### src/rtl/agg_bank_writer.sv
// agg_bank_writer: ping-pong writer that packs incoming elements into two
// three-element banks. A bank becomes HELD once its third element lands and
// stays HELD (stalling the producer if it is the bank being filled) until the
// reader releases it. Bank contents are registered and survive a release.
module agg_bank_writer #(
    parameter int WIDTH = 3
) (
    input  logic             clk,
    input  logic             rst,
    input  logic             in_valid,
    input  logic [WIDTH-1:0] in_data,
    output logic             in_ready,
    input  logic             release_0,
    input  logic             release_1,
    output logic [WIDTH-1:0] bank0_0,
    output logic [WIDTH-1:0] bank0_1,
    output logic [WIDTH-1:0] bank0_2,
    output logic [WIDTH-1:0] bank1_0,
    output logic [WIDTH-1:0] bank1_1,
    output logic [WIDTH-1:0] bank1_2,
    output logic [1:0]       full,
    output logic             wr_bank,
    output logic [1:0]       wr_idx
);

    // Per-bank occupancy: FILLING accepts writes, HELD waits for the reader.
    typedef enum logic {
        FILLING = 1'b0,
        HELD    = 1'b1
    } bank_state_t;

    bank_state_t      state0_q, state0_d;
    bank_state_t      state1_q, state1_d;
    logic             wr_bank_q, wr_bank_d;
    logic [1:0]       wr_idx_q, wr_idx_d;

    logic             accept;
    logic             last_slot;

    logic [WIDTH-1:0] b0_q [3];
    logic [WIDTH-1:0] b1_q [3];

    // in_ready depends only on registered state so a release never
    // propagates combinationally to the producer.
    assign in_ready  = wr_bank_q ? (state1_q == FILLING) : (state0_q == FILLING);
    assign accept    = in_valid && in_ready;
    // Index 2 (or anything above, which is unreachable) closes the bank.
    assign last_slot = (wr_idx_q >= 2'd2);

    // Next-state logic: releases and the closing accept may hit different
    // banks in the same cycle and both take effect.
    always_comb begin
        state0_d  = state0_q;
        state1_d  = state1_q;
        wr_idx_d  = wr_idx_q;
        wr_bank_d = wr_bank_q;

        if (release_0 && (state0_q == HELD)) begin
            state0_d = FILLING;
        end
        if (release_1 && (state1_q == HELD)) begin
            state1_d = FILLING;
        end

        if (accept) begin
            if (last_slot) begin
                wr_idx_d  = 2'd0;
                wr_bank_d = ~wr_bank_q;
                if (wr_bank_q) begin
                    state1_d = HELD;
                end else begin
                    state0_d = HELD;
                end
            end else begin
                wr_idx_d = wr_idx_q + 2'd1;
            end
        end
    end

    // Control state register; reset discards any partial fill.
    always_ff @(posedge clk) begin
        if (rst) begin
            state0_q  <= FILLING;
            state1_q  <= FILLING;
            wr_idx_q  <= 2'd0;
            wr_bank_q <= 1'b0;
        end else begin
            state0_q  <= state0_d;
            state1_q  <= state1_d;
            wr_idx_q  <= wr_idx_d;
            wr_bank_q <= wr_bank_d;
        end
    end

    // Bank storage: only an accept writes, so HELD banks and released banks
    // keep their contents until the slot is refilled.
    always_ff @(posedge clk) begin
        if (rst) begin
            for (int i = 0; i < 3; i++) begin
                b0_q[i] <= '0;
                b1_q[i] <= '0;
            end
        end else if (accept) begin
            if (!wr_bank_q) begin
                case (wr_idx_q)
                    2'd0:    b0_q[0] <= in_data;
                    2'd1:    b0_q[1] <= in_data;
                    default: b0_q[2] <= in_data;
                endcase
            end else begin
                case (wr_idx_q)
                    2'd0:    b1_q[0] <= in_data;
                    2'd1:    b1_q[1] <= in_data;
                    default: b1_q[2] <= in_data;
                endcase
            end
        end
    end

    assign bank0_0 = b0_q[0];
    assign bank0_1 = b0_q[1];
    assign bank0_2 = b0_q[2];
    assign bank1_0 = b1_q[0];
    assign bank1_1 = b1_q[1];
    assign bank1_2 = b1_q[2];
    assign full    = {state1_q == HELD, state0_q == HELD};
    assign wr_bank = wr_bank_q;
    assign wr_idx  = wr_idx_q;

endmodule

### config.mk
export PLATFORM = sky130hd
export DESIGN_NAME = agg_bank_writer
export DESIGN_NICKNAME = d
export VERILOG_FILES = /design/src/rtl/agg_bank_writer.sv
export SDC_FILE = /design/constraint.sdc
export NUM_CORES = 1
export LEC_CHECK = 0
export ABC_CLOCK_PERIOD_IN_PS = 2100
export CORE_MARGIN = 4
export CORE_UTILIZATION = 45
export DETAILED_ROUTE_END_ITERATION = 8
export HOLD_SLACK_MARGIN = 0.03
export PLACE_DENSITY = 0.81
export SLEW_MARGIN = 20
export SYNTH_ARGS = -nofsm -noshare
export SYNTH_HDL_FRONTEND = slang
export SYNTH_SLANG_ARGS = --single-unit
### constraint.sdc
create_clock -name clk -period 2.1 [get_ports clk]
set_input_delay 0.63 -clock clk [delete_from_list [all_inputs] [get_ports clk]]
set_output_delay 0.63 -clock clk [all_outputs]
set_load 0.02 [all_outputs]
# Word-level counts from Yosys, hierarchy flattened
# Memories as Yosys holds them, arrays and structs flattened.
# Cells that the tools add are included.
# W data, S select, Z words.
# word_totals
memories,2
inputBits,8
mem_bits_ro,0
mem_bits_rw,18
regBits,5
out_inout_bits,24
latch_bits,0
# op_classes
bitwise,9
n_addsub,1
div,0
shifts,0
muxes,45
eq_ne,1
order_cmp,1
mul,0
n_reduce_logical,6
# memory_table
name,words,word_bits,read_ports,rd_ports_with_merged_regs,write_ports,line_no,text
b0_q,3,3,3,0,3,40,logic [WIDTH-1:0] b0_q [3];
b1_q,3,3,3,0,3,41,logic [WIDTH-1:0] b1_q [3];
# op_table
op,n
$mux W1,38
$mux W3,6
$or A1 B1 Y1,6
$logic_and A1 B1 Y1,3
$not A1 Y1,3
$add A2 B1 Y2 const B,1
$eq A2 B1 Y1 const B,1
$ge A2 B2 Y1 const B,1
$logic_not A2 Y1,1
$mux W2,1
$reduce_and A2 Y1,1
$reduce_or A2 Y1,1

# Longest topological paths before layout
# depth
ltp_word,8
depth_mapped,3
ltp_nobuf,3

# Least setup slack after synthesis
# OpenSTA, ideal clock, no wires.
# synth_timing
path_kind,register to register
from,register wr_bank_q (netlist: wr_bank)
to,"memory b0_q[1][0] (netlist: b0_q[0][3]), enable pin"
required_ns,1.773
path_slack_ns,0.208
stages_incl_launch_ff,4
arrival_ns,1.565
setup_ns,0.327
cell_sequence,dfxtp_1 > mux2i_1 > nand4b_1 > o21bai_1
# synth_lines
element,line_no,text
start: declaration,34,"logic wr_bank_q, wr_bank_d;"
start signal: assignment,91,wr_bank_q <= wr_bank_d;
end: declaration,40,

# Worst setup path in the final report
# layout_timing
from,register wr_bank_q (netlist: wr_bank)
to,output wr_bank
# layout_lines
element,line_no,text
end: declaration,22,"output logic wr_bank,"
# No word-level cell between the ends.

==> metrics.txt <==
# TYPE chip_impl_metric gauge
chip_impl_metric{name="rows",unit=""} 15
chip_impl_metric{name="synth_xor_area_share",unit="%"} 0
chip_impl_info{name="cts_root_buffer",value="clkbuf_4"} 1
chip_impl_metric{name="finalMaxSlewViolations",unit=""} 0
chip_impl_metric{name="place_congestion",unit=""} 0.853
chip_impl_metric{name="number_of_top_level_pins",unit=""} 32
chip_impl_metric{name="maximum_number_of_pins_on_one_net_before_global_route_repair",unit=""} 13
chip_impl_metric{name="yosysWarningCount",unit=""} 0
chip_impl_metric{name="vdd_drop_max",unit="uV"} 361
chip_impl_metric{name="post_synth_inst_count",unit=""} 61
chip_impl_metric{name="placement.io_buffers",unit=""} 31
chip_impl_metric{name="dp.final_hpwl",unit="um"} 1290
chip_impl_metric{name="synth_simple_gate_area_share",unit="%"} 16.3
chip_impl_metric{name="worst-slew-pin-transition",unit="ps"} 312
chip_impl_metric{name="skew",unit="ps"} 3.38
chip_impl_metric{name="shortest_period_the_worst_path_allows",unit="ps"} 2040
chip_impl_metric{name="grt_first_pass_wirelength",unit="um"} 2660
chip_impl_metric{name="cts-htree-levels",unit=""} 1
chip_impl_metric{name="number_of_synthesized_register_bits",unit=""} 23
chip_impl_metric{name="cts_hold_buffers",unit=""} 0
chip_impl_metric{name="dr.pass1.iters",unit=""} 4
chip_impl_metric{name="final.period_utilization",unit="%"} 97.2
chip_impl_metric{name="power.share.sequential",unit="%"} 61.3
chip_impl_metric{name="hold_viol",unit=""} 0
chip_impl_metric{name="clkLatencyLatePin",unit="ps"} 300
chip_impl_metric{name="insertedDiodeCount",unit=""} 0
chip_impl_metric{name="post_synth_instance_area",unit="um2"} 875
chip_impl_metric{name="vias",unit=""} 607
chip_impl_info{name="unrepaired_setup_endpoints_after_global_routing",value="no"} 1
chip_impl_metric{name="power.density_cell_area",unit="mW/mm2"} 686
chip_impl_metric{name="p_leak",unit="nW"} 0.439
chip_impl_metric{name="initial_utilization",unit="%"} 49.1
chip_impl_metric{name="core_area",unit="mm2"} 0.00178
chip_impl_metric{name="drive_gt1_share",unit="%"} 12.4
chip_impl_info{name="netlist_top_cells_area",value="edfxtp_1 62%, dfxtp_1 11%, nand2b_1 5.0%"} 1
chip_impl_metric{name="max-cap-violations",unit=""} 0
chip_impl_metric{name="clock.fmax",unit="MHz"} 490
chip_impl_metric{name="drtAntennaViolNets",unit=""} 0
chip_impl_metric{name="placement.cell_area",unit="mm2"} 0.00123
chip_impl_info{name="tritoncts",value="built"} 1
chip_impl_metric{name="netSwitchingPower",unit="uW"} 198
chip_impl_metric{name="cell_internal_pwr",unit="uW"} 661
chip_impl_metric{name="routed_wire_length_per_instance",unit="um"} 13.6
chip_impl_metric{name="detail_route.drc_violations",unit=""} 0
chip_impl_metric{name="cts.sinks",unit=""} 23
chip_impl_metric{name="synthToLayoutAreaGrowth",unit="%"} 43.2
chip_impl_metric{name="grtUsageTotal",unit="%"} 13.8
chip_impl_metric{name="drt_iter0_markers",unit=""} 17
chip_impl_metric{name="dieHeight",unit="um"} 52.1
chip_impl_metric{name="worst-r2r-setup-slack",unit="ps"} 570
chip_impl_metric{name="synth.mux.area_fraction",unit="%"} 1.14
chip_impl_info{name="timing.setup.critical_path_class",value="flip-flop to primary output"} 1
chip_impl_metric{name="layout.nets",unit=""} 106
chip_impl_metric{name="critical_path_arrival",unit="ps"} 1410
chip_impl_metric{name="final-setup-viol-count",unit=""} 0
chip_impl_metric{name="antenna_found_initial",unit=""} 0
chip_impl_info{name="setup.worst_path.end_class",value="primary output"} 1
chip_impl_metric{name="power.combinational.fraction",unit="%"} 16.5
chip_impl_metric{name="synth_cell_type_count",unit=""} 19
chip_impl_metric{name="adder_and_majority_gate_portion_of_the_synthesized_area",unit="%"} 0
chip_impl_metric{name="clock_share_of_power",unit="%"} 22.2
chip_impl_metric{name="tritoncts.num_buffers",unit=""} 3
chip_impl_metric{name="clk_pin_slew_worst_paths",unit="ps"} 110
chip_impl_metric{name="required",unit="ps"} 1470
chip_impl_metric{name="grt_pass1_vias",unit=""} 586
chip_impl_metric{name="chipWidth",unit="um"} 52.1
chip_impl_metric{name="layout.cell_area.non_filler",unit="mm2"} 0.00125
chip_impl_metric{name="p_sw_share",unit="%"} 23.0
chip_impl_metric{name="yosysSeqAreaShare",unit="%"} 73.2
chip_impl_metric{name="viasPerCell",unit=""} 4.98
chip_impl_info{name="layout.cells.most_common",value="clkdlybuf4s50_1"} 1
chip_impl_info{name="synth_top_cell_by_area",value="edfxtp_1"} 1
chip_impl_metric{name="critical_path.max_fanout",unit=""} 6
chip_impl_metric{name="fin_tns_setup",unit="ps"} 0
chip_impl_metric{name="synth.top_cell.area_share",unit="%"} 61.8
chip_impl_metric{name="max_slew_headroom",unit="%"} 79.2
chip_impl_metric{name="num-fill-cells",unit=""} 136
chip_impl_metric{name="totalWireLength",unit="um"} 1660
chip_impl_metric{name="grt_overflow",unit=""} 0
chip_impl_metric{name="number_of_buffers_between_clock_root_and_the_deepest_sink",unit=""} 2
chip_impl_info{name="status",value="finished clean"} 1
chip_impl_info{name="largest_family_of_logic_cells_by_synthesized_area",value="simple AND/OR/NAND/NOR gates"} 1
chip_impl_metric{name="dieArea",unit="mm2"} 0.00271
chip_impl_info{name="critical_path.startpoint_type",value="flip-flop"} 1
chip_impl_metric{name="mappedNetlistNets",unit=""} 69
chip_impl_info{name="mostFrequentLayoutCells",value="30 x clkdlybuf4s50_1, 18 x edfxtp_1, 7 x nor2_1, 7 x nand2b_1, 5 x dfxtp_1"} 1
chip_impl_metric{name="synthesized_area_divided_by_synthesized_cell_count",unit="um2"} 14.3
chip_impl_metric{name="synth_compound_gate_area_share",unit="%"} 6.72
chip_impl_info{name="timing.hold.worst.class",value="flip-flop to flip-flop"} 1
## final cells by class
cell class	count	area (um2)	area share, %
Sequential cell	23	641	51.1
Inverter	1	3.75	0.300
Timing Repair Buffer	35	339	27.1
Tap cell	25	31.3	2.50
Clock buffer	4	26.3	2.10
Multi-Input combinational cell	34	211	16.9
## kinds of logic after synthesis
| kind of cell | count (synthesis) |
|---|---|
| AND/OR/NAND/NOR | 24 |
| flip-flops | 23 |
| AO/OA/AOI/OAI | 9 |
| buffers and inverters | 4 |
| multiplexers | 1 |
## routing by layer
metal / global-route usage (%) / share of wire, %
met4: 9.61 / 3.6
met1: 16.0 / 40
met3: 2.01 / 10
met5: 0 / 0
met2: 23.2 / 46
## metrics by stage
stage	total power [mW]	worst slack, ps	util, %	std cells	hold slack [ps]
2_1_floorplan	0.604	208	-	61	477
3_3_place_gp	0.678	59.1	68.8	118	505
3_5_place_dp	0.679	49.9	68.8	118	511
4_1_cts	0.867	46.4	70.2	122	529
5_1_grt	0.893	4.54	70.2	122	562
6_report	0.859	58.2	70.2	122	526
## final timing paths
kind / from / to / cells past startpoint
worst max-delay path: wr_bank$_SDFFE_PP0P_ / wr_bank / 2
worst min-delay path: state0_q$_SDFF_PP0_ / state0_q$_SDFF_PP0_ / 2
worst max register to register: wr_bank$_SDFFE_PP0P_ / b0_q[0][3]$_DFFE_PP_ / 4
worst min register to register: state0_q$_SDFF_PP0_ / state0_q$_SDFF_PP0_ / 2
## power by group through the flow
stage	Sequential (mW)	Clock, mW	Combinational, mW
2_1_floorplan	0.570	0	0.0344
3_5_place_dp	0.537	0	0.142
5_1_grt	0.530	0.211	0.152
6_report	0.526	0.191	0.142
3_3_place_gp	0.536	0	0.142
4_1_cts	0.527	0.198	0.143
## repair_timing
action | CTS | global route
endpoints found under the setup margin | 1 | 0
resized for setup | 1 | 0
buffers inserted | 0 | 0
## state kept, by name, indices dropped and copies added, names as in the netlist
register and cells:
b0_q 9, b1_q 9, state0_q 1, state1_q 1
wr_bank 1, wr_idx 2
## Yosys cell counts
library cell and instances:
edfxtp_1 18, nand2b_1 7, nor2_1 7, dfxtp_1 5, a21oi_1 3, nand2_1 3
nand4b_1 3, a31o_2 2, buf_4 2, o21bai_1 2, and2_4 1, clkbuf_1 1
inv_1 1, mux2i_1 1, nand3b_1 1, o21ai_0 1, o22ai_1 1, or3_2 1
or3_4 1
## worst max-delay path: stages, from the launching register on
cell             delay (ps)
dfxtp_1                 360
buf_4                   150
clkdlybuf4s50_1         600
Power figures use the tool's default switching activity.
